[src/rtl/microc_pkg.sv]
// Shared opcode, state and ALU encodings for the microc control unit.
package microc_pkg;

  localparam logic [5:0] OP_LI   = 6'b000000;  // 0000xx
  localparam logic       OP_ALU  = 1'b1;       // opcode[5] prefix
  localparam logic [5:0] OP_J    = 6'b010000;
  localparam logic [5:0] OP_JZ   = 6'b010001;
  localparam logic [5:0] OP_JNZ  = 6'b010010;
  localparam logic [5:0] OP_JC   = 6'b010011;
  localparam logic [5:0] OP_JAL  = 6'b010100;
  localparam logic [5:0] OP_RET  = 6'b010101;
  localparam logic [5:0] OP_HALT = 6'b011111;

  localparam logic [2:0] ALU_NOP = 3'b000;
  localparam logic [2:0] ALU_ADD = 3'b010;
  localparam logic [2:0] ALU_SUB = 3'b011;

  typedef enum logic [1:0] {
    ST_RUN  = 2'd0,
    ST_HALT = 2'd1,
    ST_ERR  = 2'd2
  } state_e;

  function automatic logic is_alu(input logic [5:0] op);
    return op[5] == OP_ALU;
  endfunction

  function automatic logic is_li(input logic [5:0] op);
    return op[5:2] == OP_LI[5:2];
  endfunction

endpackage

[src/rtl/microc_ctrl_stack_ret_stack.sv]
// Return-address stack; illegal push (full) or pop (empty) is ignored.
module ret_stack #(
  parameter int AW    = 10,
  parameter int DEPTH = 4,
  localparam int SPW  = $clog2(DEPTH + 1)
) (
  input  logic           clk,
  input  logic           reset,
  input  logic           push,
  input  logic           pop,
  input  logic [AW-1:0]  din,
  output logic [AW-1:0]  top,
  output logic           full,
  output logic           empty,
  output logic [SPW-1:0] sp
);

  logic [SPW-1:0]            sp_q, sp_d;
  logic [DEPTH-1:0][AW-1:0]  mem_q, mem_d;

  assign full  = (sp_q == SPW'(DEPTH));
  assign empty = (sp_q == '0);
  assign sp    = sp_q;

  // Next pointer and entry write; the entry at sp is written on a legal push.
  always_comb begin
    sp_d  = sp_q;
    mem_d = mem_q;
    if (push && !full) begin
      sp_d = sp_q + SPW'(1);
      for (int i = 0; i < DEPTH; i++)
        if (sp_q == SPW'(i)) mem_d[i] = din;
    end else if (pop && !empty) begin
      sp_d = sp_q - SPW'(1);
    end
  end

  // Top of stack is mem[sp-1], zero when empty.
  always_comb begin
    top = '0;
    for (int i = 0; i < DEPTH; i++)
      if (sp_q == SPW'(i + 1)) top = mem_q[i];
  end

  // Pointer register; contents need no reset since sp gates every read.
  always_ff @(posedge clk) begin
    if (reset) sp_q <= '0;
    else       sp_q <= sp_d;
  end

  // Stack storage.
  always_ff @(posedge clk) begin
    mem_q <= mem_d;
  end

endmodule

[src/rtl/microc_ctrl_stack.sv]
// microc control unit: opcode decode, latched ALU flags, call/return stack,
// and sticky HALT/ERR states.
module microc_ctrl_stack
  import microc_pkg::*;
#(
  parameter int AW    = 10,
  parameter int DEPTH = 4
) (
  input  logic          clk,
  input  logic          reset,
  input  logic [5:0]    opcode,
  input  logic          zero,
  input  logic          carry,
  input  logic [AW-1:0] pc_next,
  output logic          s_inc,
  output logic          s_inm,
  output logic          we,
  output logic [2:0]    alu_op,
  output logic          pc_en,
  output logic          s_ret,
  output logic [AW-1:0] ret_addr,
  output logic          halted,
  output logic          err
);

  localparam int SPW = $clog2(DEPTH + 1);

  state_e          state_q, state_d;
  logic            zero_q, zero_d, carry_q, carry_d;
  logic            push, pop, full, empty;
  logic [AW-1:0]   top;
  logic [SPW-1:0]  sp;

  ret_stack #(.AW(AW), .DEPTH(DEPTH)) u_stk (
    .clk(clk), .reset(reset), .push(push), .pop(pop), .din(pc_next),
    .top(top), .full(full), .empty(empty), .sp(sp)
  );

  // Decode: outputs and next state; everything quiet in reset, HALT and ERR.
  always_comb begin
    state_d = state_q;
    zero_d  = zero_q;
    carry_d = carry_q;
    pc_en   = 1'b0;
    s_inc   = 1'b1;
    s_inm   = 1'b0;
    we      = 1'b0;
    s_ret   = 1'b0;
    alu_op  = ALU_NOP;
    push    = 1'b0;
    pop     = 1'b0;
    if (!reset && state_q == ST_RUN) begin
      pc_en = 1'b1;
      if (is_alu(opcode)) begin
        we      = 1'b1;
        alu_op  = opcode[4:2];
        zero_d  = zero;
        carry_d = carry;
      end else if (is_li(opcode)) begin
        we    = 1'b1;
        s_inm = 1'b1;
      end else begin
        case (opcode)
          OP_J:   s_inc = 1'b0;
          OP_JZ:  s_inc = ~zero_q;
          OP_JNZ: s_inc = zero_q;
          OP_JC:  s_inc = ~carry_q;
          OP_JAL: begin
            if (full) begin
              pc_en   = 1'b0;
              state_d = ST_ERR;
            end else begin
              push  = 1'b1;
              s_inc = 1'b0;
            end
          end
          OP_RET: begin
            if (empty) begin
              pc_en   = 1'b0;
              state_d = ST_ERR;
            end else begin
              pop   = 1'b1;
              s_ret = 1'b1;
              s_inc = 1'b0;
            end
          end
          OP_HALT: begin
            pc_en   = 1'b0;
            state_d = ST_HALT;
          end
          default: ;
        endcase
      end
    end
  end

  assign halted   = !reset && state_q == ST_HALT;
  assign err      = !reset && state_q == ST_ERR;
  assign ret_addr = reset ? '0 : top;

  // State and flag registers.
  always_ff @(posedge clk) begin
    if (reset) begin
      state_q <= ST_RUN;
      zero_q  <= 1'b0;
      carry_q <= 1'b0;
    end else begin
      state_q <= state_d;
      zero_q  <= zero_d;
      carry_q <= carry_d;
    end
  end

endmodule

[config.mk]
export PLATFORM = sky130hd
export DESIGN_NAME = microc_ctrl_stack
export DESIGN_NICKNAME = d
export VERILOG_FILES = /design/src/rtl/microc_pkg.sv /design/src/rtl/microc_ctrl_stack_ret_stack.sv /design/src/rtl/microc_ctrl_stack.sv
export SDC_FILE = /design/constraint.sdc
export NUM_CORES = 1
export LEC_CHECK = 0
export ABC_AREA = 0
export CAP_MARGIN = 0
export CORE_MARGIN = 2
export CORE_UTILIZATION = 50
export CTS_BUF_LIST = sky130_fd_sc_hd__clkbuf_8
export DETAILED_ROUTE_END_ITERATION = 16
export PLACE_DENSITY = 0.86
export SLEW_MARGIN = 20
export SYNTH_ARGS = -nofsm -noshare
export SYNTH_HDL_FRONTEND = slang
export SYNTH_SLANG_ARGS = --single-unit
export TNS_END_PERCENT = 5
[constraint.sdc]
create_clock -name clk -period 5.6 [get_ports clk]
set_input_delay 1.12 -clock clk [delete_from_list [all_inputs] [get_ports clk]]
set_output_delay 1.12 -clock clk [all_outputs]
set_load 0.1 [all_outputs]
==> results by group, run 1 <==
Synth
  • Synth Net Count: 225
  • Synth top area share: 0.532
  • Mapped Area: 0.00226 mm2
  • #FFs+latches synth: 47
  • Synth unique cells: 38
  • Cell taking the most area after synthesis: edfxtp_1
  • Cells after Synth: 199
  • Yosys warns: 0
  • Largest cells by area after synthesis: edfxtp_1 53%, dfxtp_1 6.2%, nand2_1 5.2%, a211oi_1 3.3%, a22oi_1 3.3%
  • Sequential share of the synthesized area: 0.595
  • Avg Synthesized Cell Area: 11.3 um2

Worst hold path
  • Hold depth: 2
  • Type of the most critical hold path: register to register
  • HP Start: carry_q
  • Hold Path End: carry_q

Setup path
  • Cell breakdown of the critical path: clkdlybuf4s50_1 > nor4_4 > and4_1 > and3_2 > buf_4
  • CP bufs+invs: 2
  • Worst EP arrival: 3.26 ns
  • Top Family by Delay on Critical Path: buffers and inverters
  • R2r endpoint: u_stk.mem_q[16]
  • WP data required: 4.48 ns
  • Reg2Reg Setup Slack: 3.01 ns
  • Crit. End Element: primary output
  • Worst Setup Path Type: input pin to primary output
  • CP max stage cell: clkdlybuf4s50_1
  • Crit start category: input pin
  • Launching point of the worst reg2reg path: u_stk.sp[0]
  • R2R cell count: 6
  • Critical Path Fanout Max: 20
  • Max stage delay on crit path: 0.82 ns

Placed design
  • PortBufs: 39
  • GPL Wtd Cong: 0.841
  • DP Worst Slack: 1.25 ns
  • DP Wirelength: 3050 um
  • Post-placement cell area: 0.00259 mm2
  • Cells after DPL: 279

Global routing
  • Largest net degree at the start of global routing: 22
  • Global-route wire length before repair: 7250 um
  • Vias in the first global route: 1514
  • Global route total overflow: 0
  • Initial antenna violation count: 0
  • Gr usage total: 0.190

Clock network
  • Clk slew on worst S/H paths: 0.08 ns
  • CTS Buf Count: 5
  • H-tree lvl count: 2
  • Post-CTS setup buffers: 0
  • Hold Buf Count CTS: 0
  • Worst-skew pair later-pin latency: 0.29 ns
  • CTS Buffer Depth: 2
  • CTS tree: done
  • Clk sinks: 47
  • Post-CTS sizing: 0
  • CTS root buffer: clkbuf_8

Die
  • Die width: 71.2 um
  • Die area: 0.00507 mm2
  • Die Height: 71.2 um
  • I/O pins: 40
  • Core area: 0.00435 mm2
  • Starting Density: 0.518
  • FP Rows: 24

Cells and area
  • Nets: 260
  • Ant. Diodes: 0
  • Non-filler instance count after layout: 287
  • Final Util: 0.625
  • Post-route cell area: 0.00272 mm2
  • Layout area overhead: 20.7%
  • Share of cells above drive strength 1: 0.153

STA
  • Final setup vio count: 0
  • WHS: 0.467 ns
  • Min Tclk post-route: 4.38 ns
  • Worst-Margin Slew: 1.00 ns
  • Final Max Slew Viols: 0
  • Final TNS setup: 0 ns
  • RSZ-0062 raised after global routing: false
  • Clk_skew: 0.00240 ns
  • Setup ws final: 1.22 ns
  • Hold Violations, Final: 0
  • Final period util: 0.782
  • Max transition margin: 0.330
  • FMAX: 228 MHz

Power
  • Lkg Pwr: 0.946 nW
  • Worst VDD drop: 184 uV
  • Total Power: 0.722 mW
  • PD cells: 265 mW/mm2

Detailed routing
  • Drt total wl: 4580 um
  • Via density: 5.69
  • Avg WL per Cell: 15.9 um
  • Post-route DRC violation count: 0
  • Initial detailed-routing violation count: 79
  • Antenna viol nets, final: 0
  • Vias: 1632
  • Pre-antenna DRT Iters: 4

Run
  • MaxCap Viol Count: 0

Outcome
  • Status: finished, final reports clean
[flip-flops by register name, summed over array words and instances, names as in the netlist]
| signal | cells |
|---|---|
| carry_q | 1 |
| state_q | 2 |
| u_stk.mem_q | 40 |
| u_stk.sp | 3 |
| zero_q | 1 |
[worst max-delay path by stage]
stage,to,slack [ns],cells after the start,from
3_5_place_dp,s_ret,1.25,5,reset
6_report,s_ret,1.22,5,reset
4_1_cts,s_ret,1.23,5,reset
5_1_grt,s_ret,1.12,5,reset
3_3_place_gp,s_ret,1.28,5,reset
2_1_floorplan,ret_addr[4],0.80,3,reset
[logic make-up (layout without fill, tap and decap cells)]
logic type      after synthesis  in the layout  synth area share
compound gates               51             51             0.146
xor+xnor                      1              1           0.00388
fa+ha+maj                     6              6            0.0333
buf+inv                      17             53            0.0449
flops                        47             47             0.595
simple gates                 77             77             0.177
[cell usage after synthesis]
master	number
nand2_1	31
and3_2	2
a31o_2	1
a211oi_1	10
buf_4	1
buf_6	3
and3b_1	1
and4b_1	1
a22oi_1	10
dfxtp_1	7
and4_1	2
edfxtp_1	40
and2_1	1
nand3_1	3
nor2b_1	3
o21a_1	2
o21ai_0	15
clkbuf_8	1
inv_1	4
nor3_2	1
xor2_1	1
nor3_1	3
clkbuf_1	7
and3_1	4
and4_2	1
nand4b_1	1
a21oi_1	8
a211o_1	1
o211ai_1	1
nor2_1	16
a211oi_2	1
nand2b_1	1
nor4_4	1
a31oi_1	2
ha_1	6
nand4_1	2
clkbuf_2	1
nor3b_1	3
[worst reg2reg max path, stage by stage, from the launching register on]
cell	delay, ns
dfxtp_1	0.38
inv_1	0.11
ha_1	0.27
a21oi_1	0.37
nand2_1	0.15
nor3b_1	0.73
buf_4	0.29
[layout by cell type, fill, tap and decap left out, types with 3 or more instances in the layout]
cell	synthesis	layout
nor2_1	16	16
nand2_1	31	31
a22oi_1	10	10
clkdlybuf4s50_1	0	19
nor2b_1	3	3
clkbuf_8	1	5
inv_1	4	5
nand3_1	3	3
a21oi_1	8	8
o21ai_0	15	15
buf_4	1	22
and3_1	4	4
nor3b_1	3	3
dfxtp_1	7	7
nor3_1	3	3
edfxtp_1	40	40
a211oi_1	10	10
ha_1	6	6
[report_power, final]
group	internal (mW)	switching [mW]
clock	0.176	0.106
sequential	0.380	0.000935
combinational	0.0213	0.0380
total	0.577	0.145
[final cells by class]
cell class / count / area, um2
fill: 347 / 1630
sequential: 47 / 1340
multi-input combinational: 135 / 813
timing repair buffer: 41 / 355
clock buffer: 5 / 68.8
tap: 52 / 65.1
clock inverter: 3 / 63.8
inverter: 4 / 15.0
[layer usage]
| layer | track usage | share of wire |
|---|---|---|
| met5 | 0 | 0 |
| met4 | 0.0818 | 0.018 |
| met3 | 0.0427 | 0.064 |
| met2 | 0.315 | 0.48 |
| met1 | 0.240 | 0.43 |
Note: power is estimated with default switching activity, not from simulation.
==> inputs of run 2 (changes only) <==
- clock period: 5.6 -> 4.2 ns (I/O delays scaled with it)
==> run 2 against run 1 <==
Effect of this change: design area grew 3.3%; clock power rose by 12%; count of clock-buffer cells in the layout unchanged; hold slack improved by 0.018 ns; flip-flop and latch count did not move; largest cell class unchanged.
==> results by group, run 2 (synthesis gave the netlist of run 1 again) <==
STA
  • Final TNS setup: 0 ns (unchanged)
  • Final setup vio count: 0 (unchanged)
  • Final period util: 0.843
  • WHS: 0.485 ns (+0.0183 ns)
  • FMAX: 282 MHz
  • Min Tclk post-route: 3.54 ns
  • RSZ-0062 raised after global routing: false
  • Max transition margin: 0.507 (+0.177)
  • Hold Violations, Final: 0 (unchanged)
  • Clk_skew: 0.00530 ns (+0.00290 ns)
  • Worst-Margin Slew: 0.737 ns (-0.263 ns)
  • Final Max Slew Viols: 0 (unchanged)

Cells and area
  • Filler cell count: 322 (-7.2%)
  • Commonest non-fill, non-tap cell in the layout: edfxtp_1
  • Commonest non-fill, non-tap cells in the layout: 40 x edfxtp_1, 31 x nand2_1, 19 x clkdlybuf4s50_1
  • Share of cells above drive strength 1: 0.169 (+0.0156)
  • Final Util: 0.646 (+0.0204)
  • Multi-input logic area: 818 um2 (+0.62%)
  • Post-route cell area: 0.00281 mm2 (+3.3%)
  • Nets: 263 (+1.2%)
  • Reg area: 0.00134 mm2 (unchanged)
  • Most flop-heavy register: u_stk.mem_q
  • Layout area overhead: 24.6%
  • Max reg flops: 40 (unchanged)
  • Ant. Diodes: 0 (unchanged)

Clock network
  • CTS Buffer Depth: 2 (unchanged)
  • CTS Buf Count: 5 (unchanged)
  • Worst-skew pair later-pin latency: 0.30 ns (about the same)
  • CTS tree: done
  • Post-CTS sizing: 0 (unchanged)
  • Hold Buf Count CTS: 0 (unchanged)
  • Clk sinks: 47 (unchanged)
  • Post-CTS setup buffers: 0 (unchanged)
  • Clk slew on worst S/H paths: 0.07 ns (about the same)
  • CTS root buffer: clkbuf_8
  • H-tree lvl count: 2 (unchanged)

Die
  • I/O pins: 40 (unchanged)
  • Die area: 0.00507 mm2 (unchanged)
  • Die Height: 71.2 um (unchanged)
  • FP Rows: 24 (unchanged)
  • Die width: 71.2 um (unchanged)
  • Core area: 0.00435 mm2 (unchanged)
  • Starting Density: 0.518 (unchanged)

Setup path
  • Critical Path Fanout Max: 12 (-40%)
  • Crit start category: register
  • Worst Setup Path Type: register to primary output
  • Crit. End Element: primary output
  • Worst EP arrival: 2.70 ns (-0.56 ns)
  • WP data required: 3.36 ns (-1.12 ns)

Detailed routing
  • Antenna viol nets, final: 0 (unchanged)
  • Avg WL per Cell: 16.5 um (+3.5%)
  • Post-route DRC violation count: 0 (unchanged)
  • Vias: 1693 (+3.7%)
  • Pre-antenna DRT Iters: 4 (unchanged)
  • Drt total wl: 4770 um (+4.2%)
  • Initial detailed-routing violation count: 106 (+34%)
  • Via density: 5.86 (+3.0%)

Power
  • Int Power: 0.716 mW (+24%)
  • PD cells: 324 mW/mm2 (+22%)
  • Lkg Pwr: 0.965 nW (+2.1%)
  • Sw Share: 0.214 (+0.0140)
  • P_sw: 0.195 mW (+35%)
  • Total Power: 0.911 mW (+26%)
  • Clk pwr share: 0.346 (-0.045)
  • Logic pwr share: 0.097 (+0.015)
  • Share of power burned in registers: 0.557 (+0.030)
  • Worst VDD drop: 293 uV (+59%)

Placed design
  • GPL Wtd Cong: 0.850 (+1.1%)
  • Post-placement cell area: 0.00271 mm2 (+4.4%)
  • PortBufs: 39 (unchanged)
  • DP Wirelength: 3140 um (+3.1%)

Global routing
  • Global-route wire length before repair: 7760 um (+7.0%)
  • Global route total overflow: 0 (unchanged)
  • Vias in the first global route: 1681 (+11%)
  • Largest net degree at the start of global routing: 22 (unchanged)
  • Gr usage total: 0.202 (+0.0117)
  • Initial antenna violation count: 0 (unchanged)

Run
  • MaxCap Viol Count: 0 (unchanged)

Outcome
  • Status: finished, final reports clean

Worst hold path
  • Type of the most critical hold path: register to register
## run 2: changes by cell type in the layout (fill, tap and decap cells not counted)
cell | before | now
a211oi_1 | 10 | 9
bufinv_16 | 2 | 1
buf_12 | 0 | 7
buf_4 | 22 | 18
a211oi_2 | 1 | 2
clkinvlp_4 | 0 | 1
inv_1 | 5 | 4
## run 2: power by group through the flow
stage	sequential [mW]	clock (mW)	combinational, mW
global placement	0.518	0	0.0866
detailed placement	0.518	0	0.0876
floorplan	0.518	0	0.0498
global route	0.508	0.326	0.0932
finish	0.507	0.315	0.0884
CTS	0.507	0.316	0.0880
## run 2: path summary, 6_finish.rpt
| kind | from | to | slack, ns | depth (start not counted) |
|---|---|---|---|---|
| max | u_stk.sp[2] | ret_addr[1] | 0.66 | 7 |
| min | zero_q | zero_q | 0.49 | 2 |
| min reg2reg | zero_q | zero_q | 0.49 | 2 |
| max reg2reg | u_stk.sp[0] | u_stk.mem_q[18] | 2.14 | 6 |
## run 2: layout make-up
type                    count  share of cell area
repair buffers             44               0.166
well taps                  52              0.0231
flip-flops and latches     47               0.477
clock inverters             2              0.0134
inverters                   4             0.00534
multi-input cells         135               0.291
clock buffers               5              0.0245
## run 2: routing by layer
| metal | wire, um | track usage | vias up |
|---|---|---|---|
| met5 | 0 | 0 | - |
| met4 | 114 | 0.117 | 0 |
| met3 | 331 | 0.0513 | 14 |
| met2 | 2340 | 0.326 | 69 |
| met1 | 1990 | 0.244 | 798 |
| li1 | - | - | 812 |
## run 2: metrics by stage
stage / worst slack, ns / instances
3_3_place_gp: 0.823 / 282
4_1_cts: 0.658 / 289
6_report: 0.658 / 289
2_1_floorplan: -0.111 / 199
3_5_place_dp: 0.784 / 282
5_1_grt: 0.461 / 289
## run 2: worst max-delay path: stages (launching register included)
cell	delay [ns]
dfxtp_1	0.48
inv_1	0.12
ha_1	0.39
nor2_1	0.41
buf_4	0.24
a22oi_1	0.07
a211oi_1	0.34
buf_4	0.35
==> inputs of run 3 (changes only) <==
- CORE_UTILIZATION: 50 -> 49
- PLACE_DENSITY: 0.86 -> 0.88
- clock period: 4.2 -> 3.25 ns (I/O delays scaled with it)
==> run 3 against run 2 <==
Effect of this change: design area grew 6.9%; utilization is 4.0 points higher; count of clock-buffer cells in the layout is the same; combinational power rose by 32%; clock skew increased by 0.0038 ns; critical path type unchanged; largest cell class unchanged; highest routed layer unchanged.
==> results by group, run 3 (synthesis gave the netlist of run 1 again) <==
Detailed routing
  • Via density: 5.87 (+0.21%)
  • Initial detailed-routing violation count: 112 (+5.7%)
  • Pre-antenna DRT Iters: 4 (unchanged)
  • Avg WL per Cell: 16.3 um (-1.3%)
  • Post-route DRC violation count: 0 (unchanged)
  • Antenna viol nets, final: 0 (unchanged)
  • Drt total wl: 4770 um (+0.10%)
  • Vias: 1720 (+1.6%)

Clock network
  • Hold Buf Count CTS: 0 (unchanged)
  • Clk sinks: 47 (unchanged)
  • Clk slew on worst S/H paths: 0.08 ns (about the same)
  • CTS Buffer Depth: 2 (unchanged)
  • CTS Buf Count: 5 (unchanged)
  • H-tree lvl count: 2 (unchanged)
  • Worst-skew pair later-pin latency: 0.29 ns (about the same)
  • CTS root buffer: clkbuf_8
  • Post-CTS setup buffers: 0 (unchanged)
  • CTS tree: done

STA
  • Final period util: 0.947
  • Clk_skew: 0.00909 ns (+0.00379 ns)
  • FMAX: 325 MHz
  • Setup ws final: 0.171 ns (-0.487 ns)
  • Hold Violations, Final: 0 (unchanged)
  • Final setup vio count: 0 (unchanged)
  • Worst-Margin Slew: 0.640 ns (-0.0970 ns)
  • Min Tclk post-route: 3.08 ns
  • RSZ-0062 raised after global routing: false
  • Final TNS setup: 0 ns (unchanged)
  • Max transition margin: 0.573 (+0.0658)
  • Final Max Slew Viols: 0 (unchanged)
  • WHS: 0.464 ns (-0.0215 ns)

Cells and area
  • Share of cells above drive strength 1: 0.187 (+0.0179)
  • Most flop-heavy register: u_stk.mem_q
  • Ant. Diodes: 0 (unchanged)
  • Commonest non-fill, non-tap cells in the layout: 40 x edfxtp_1, 30 x nand2_1, 20 x buf_12
  • Layout area overhead: 33.3%
  • Multi-input logic area: 821 um2 (+0.31%)
  • Reg area: 0.00134 mm2 (unchanged)
  • Nets: 267 (+1.5%)
  • Max reg flops: 40 (unchanged)
  • Commonest non-fill, non-tap cell in the layout: edfxtp_1
  • Filler cell count: 319 (-0.93%)

Global routing
  • Initial antenna violation count: 0 (unchanged)
  • Vias in the first global route: 1721 (+2.4%)
  • Gr usage total: 0.199 (-0.00271)
  • Largest net degree at the start of global routing: 22 (unchanged)
  • Global route total overflow: 0 (unchanged)
  • Global-route wire length before repair: 7890 um (+1.8%)

Power
  • Worst VDD drop: 449 uV (+53%)
  • Lkg Pwr: 1.03 nW (+6.3%)
  • Sw Share: 0.216 (+0.00165)
  • P_sw: 0.256 mW (+31%)
  • Logic pwr share: 0.099 (+0.002)
  • Clk pwr share: 0.347 (about the same)
  • PD cells: 393 mW/mm2 (+21%)
  • Int Power: 0.927 mW (+30%)
  • Share of power burned in registers: 0.554 (-0.003)

Worst hold path
  • Hold depth: 2 (unchanged)
  • Type of the most critical hold path: register to register

Setup path
  • Crit. End Element: primary output
  • Critical Path Fanout Max: 21 (+9)
  • CP max stage cell: ha_1
  • Worst EP arrival: 2.43 ns (-0.27 ns)
  • WP data required: 2.60 ns (-0.76 ns)
  • Crit start category: register
  • Max stage delay on crit path: 0.59 ns (+0.11 ns)
  • R2R cell count: 6 (unchanged)
  • Cell breakdown of the critical path: inv_1 > ha_1 > nand2_1 > o21ai_0 > a22oi_1 > a211oi_1 > buf_12
  • Worst Setup Path Type: register to primary output

Placed design
  • PortBufs: 39 (unchanged)
  • DP Worst Slack: 0.331 ns (-0.452 ns)
  • DP Wirelength: 3270 um (+4.2%)
  • GPL Wtd Cong: 0.838 (-1.4%)

Die
  • Die width: 71.9 um (+0.96%)
  • I/O pins: 40 (unchanged)
  • FP Rows: 24 (unchanged)
  • Die Height: 71.9 um (+0.96%)
  • Starting Density: 0.515 (-0.00355)
  • Die area: 0.00516 mm2 (+1.9%)
  • Core area: 0.00438 mm2 (+0.69%)

Outcome
  • Status: finished, final reports clean

Run
  • MaxCap Viol Count: 0 (unchanged)
==> run 3: cell type report <==
| class | instances | area share |
|---|---|---|
| clock buffer | 5 | 0.0229 |
| multi-input combinational | 135 | 0.273 |
| clock inverter | 2 | 0.0125 |
| inverter | 4 | 0.00499 |
| sequential | 47 | 0.446 |
| timing repair buffer | 48 | 0.219 |
| tap | 52 | 0.0216 |
==> run 3: power by group through the flow <==
stage / registers, mW / logic, mW / clock network, mW
3_5_place_dp: 0.670 / 0.117 / 0
6_report: 0.656 / 0.117 / 0.410
3_3_place_gp: 0.669 / 0.115 / 0
2_1_floorplan: 0.669 / 0.0644 / 0
5_1_grt: 0.656 / 0.125 / 0.436
4_1_cts: 0.656 / 0.117 / 0.413
==> run 3: path summary, 6_finish.rpt <==
kind / from / endpoint / slack (ns)
worst max-delay path: u_stk.sp[0] / ret_addr[6] / 0.17
worst min-delay path: carry_q / carry_q / 0.46
worst max register to register: u_stk.sp[0] / u_stk.mem_q[28] / 1.08
worst min register to register: carry_q / carry_q / 0.46
==> run 3: critical path, delay by kind of cell (launching register included) <==
family	cells	cell delay, ns
buffers and inverters	2	0.37
flip-flops	1	0.35
adder cells (fa/ha/maj)	1	0.59
AND/OR/NAND/NOR	1	0.10
AO/OA/AOI/OAI	3	0.73
==> run 3: metrics by stage <==
stage                      util  instance area, um2  std cells  power [mW]
final                     0.686                3010        293        1.18
after global routing      0.686                3010        293        1.22
after CTS                 0.685                3000        293        1.19
after detailed placement  0.661                2900        286       0.786
after global placement    0.661                2900        286       0.784
after floorplan               -                2260        199       0.734
==> run 3: routing by layer <==
layer  global-route usage  vias up  part of all wire
met5                    0        -                 0
met4               0.0524        0            0.0061
met3               0.0450        4             0.060
met2                0.353       64              0.52
met1                0.245      829              0.41
li1                     -      823                 -
==> run 3: repair_timing <==
| item | in CTS | in global routing |
|---|---|---|
| endpoints found under the hold margin | 0 | 0 |
| resized for setup | 0 | 1 |
| endpoints found under the setup margin | 0 | 2 |
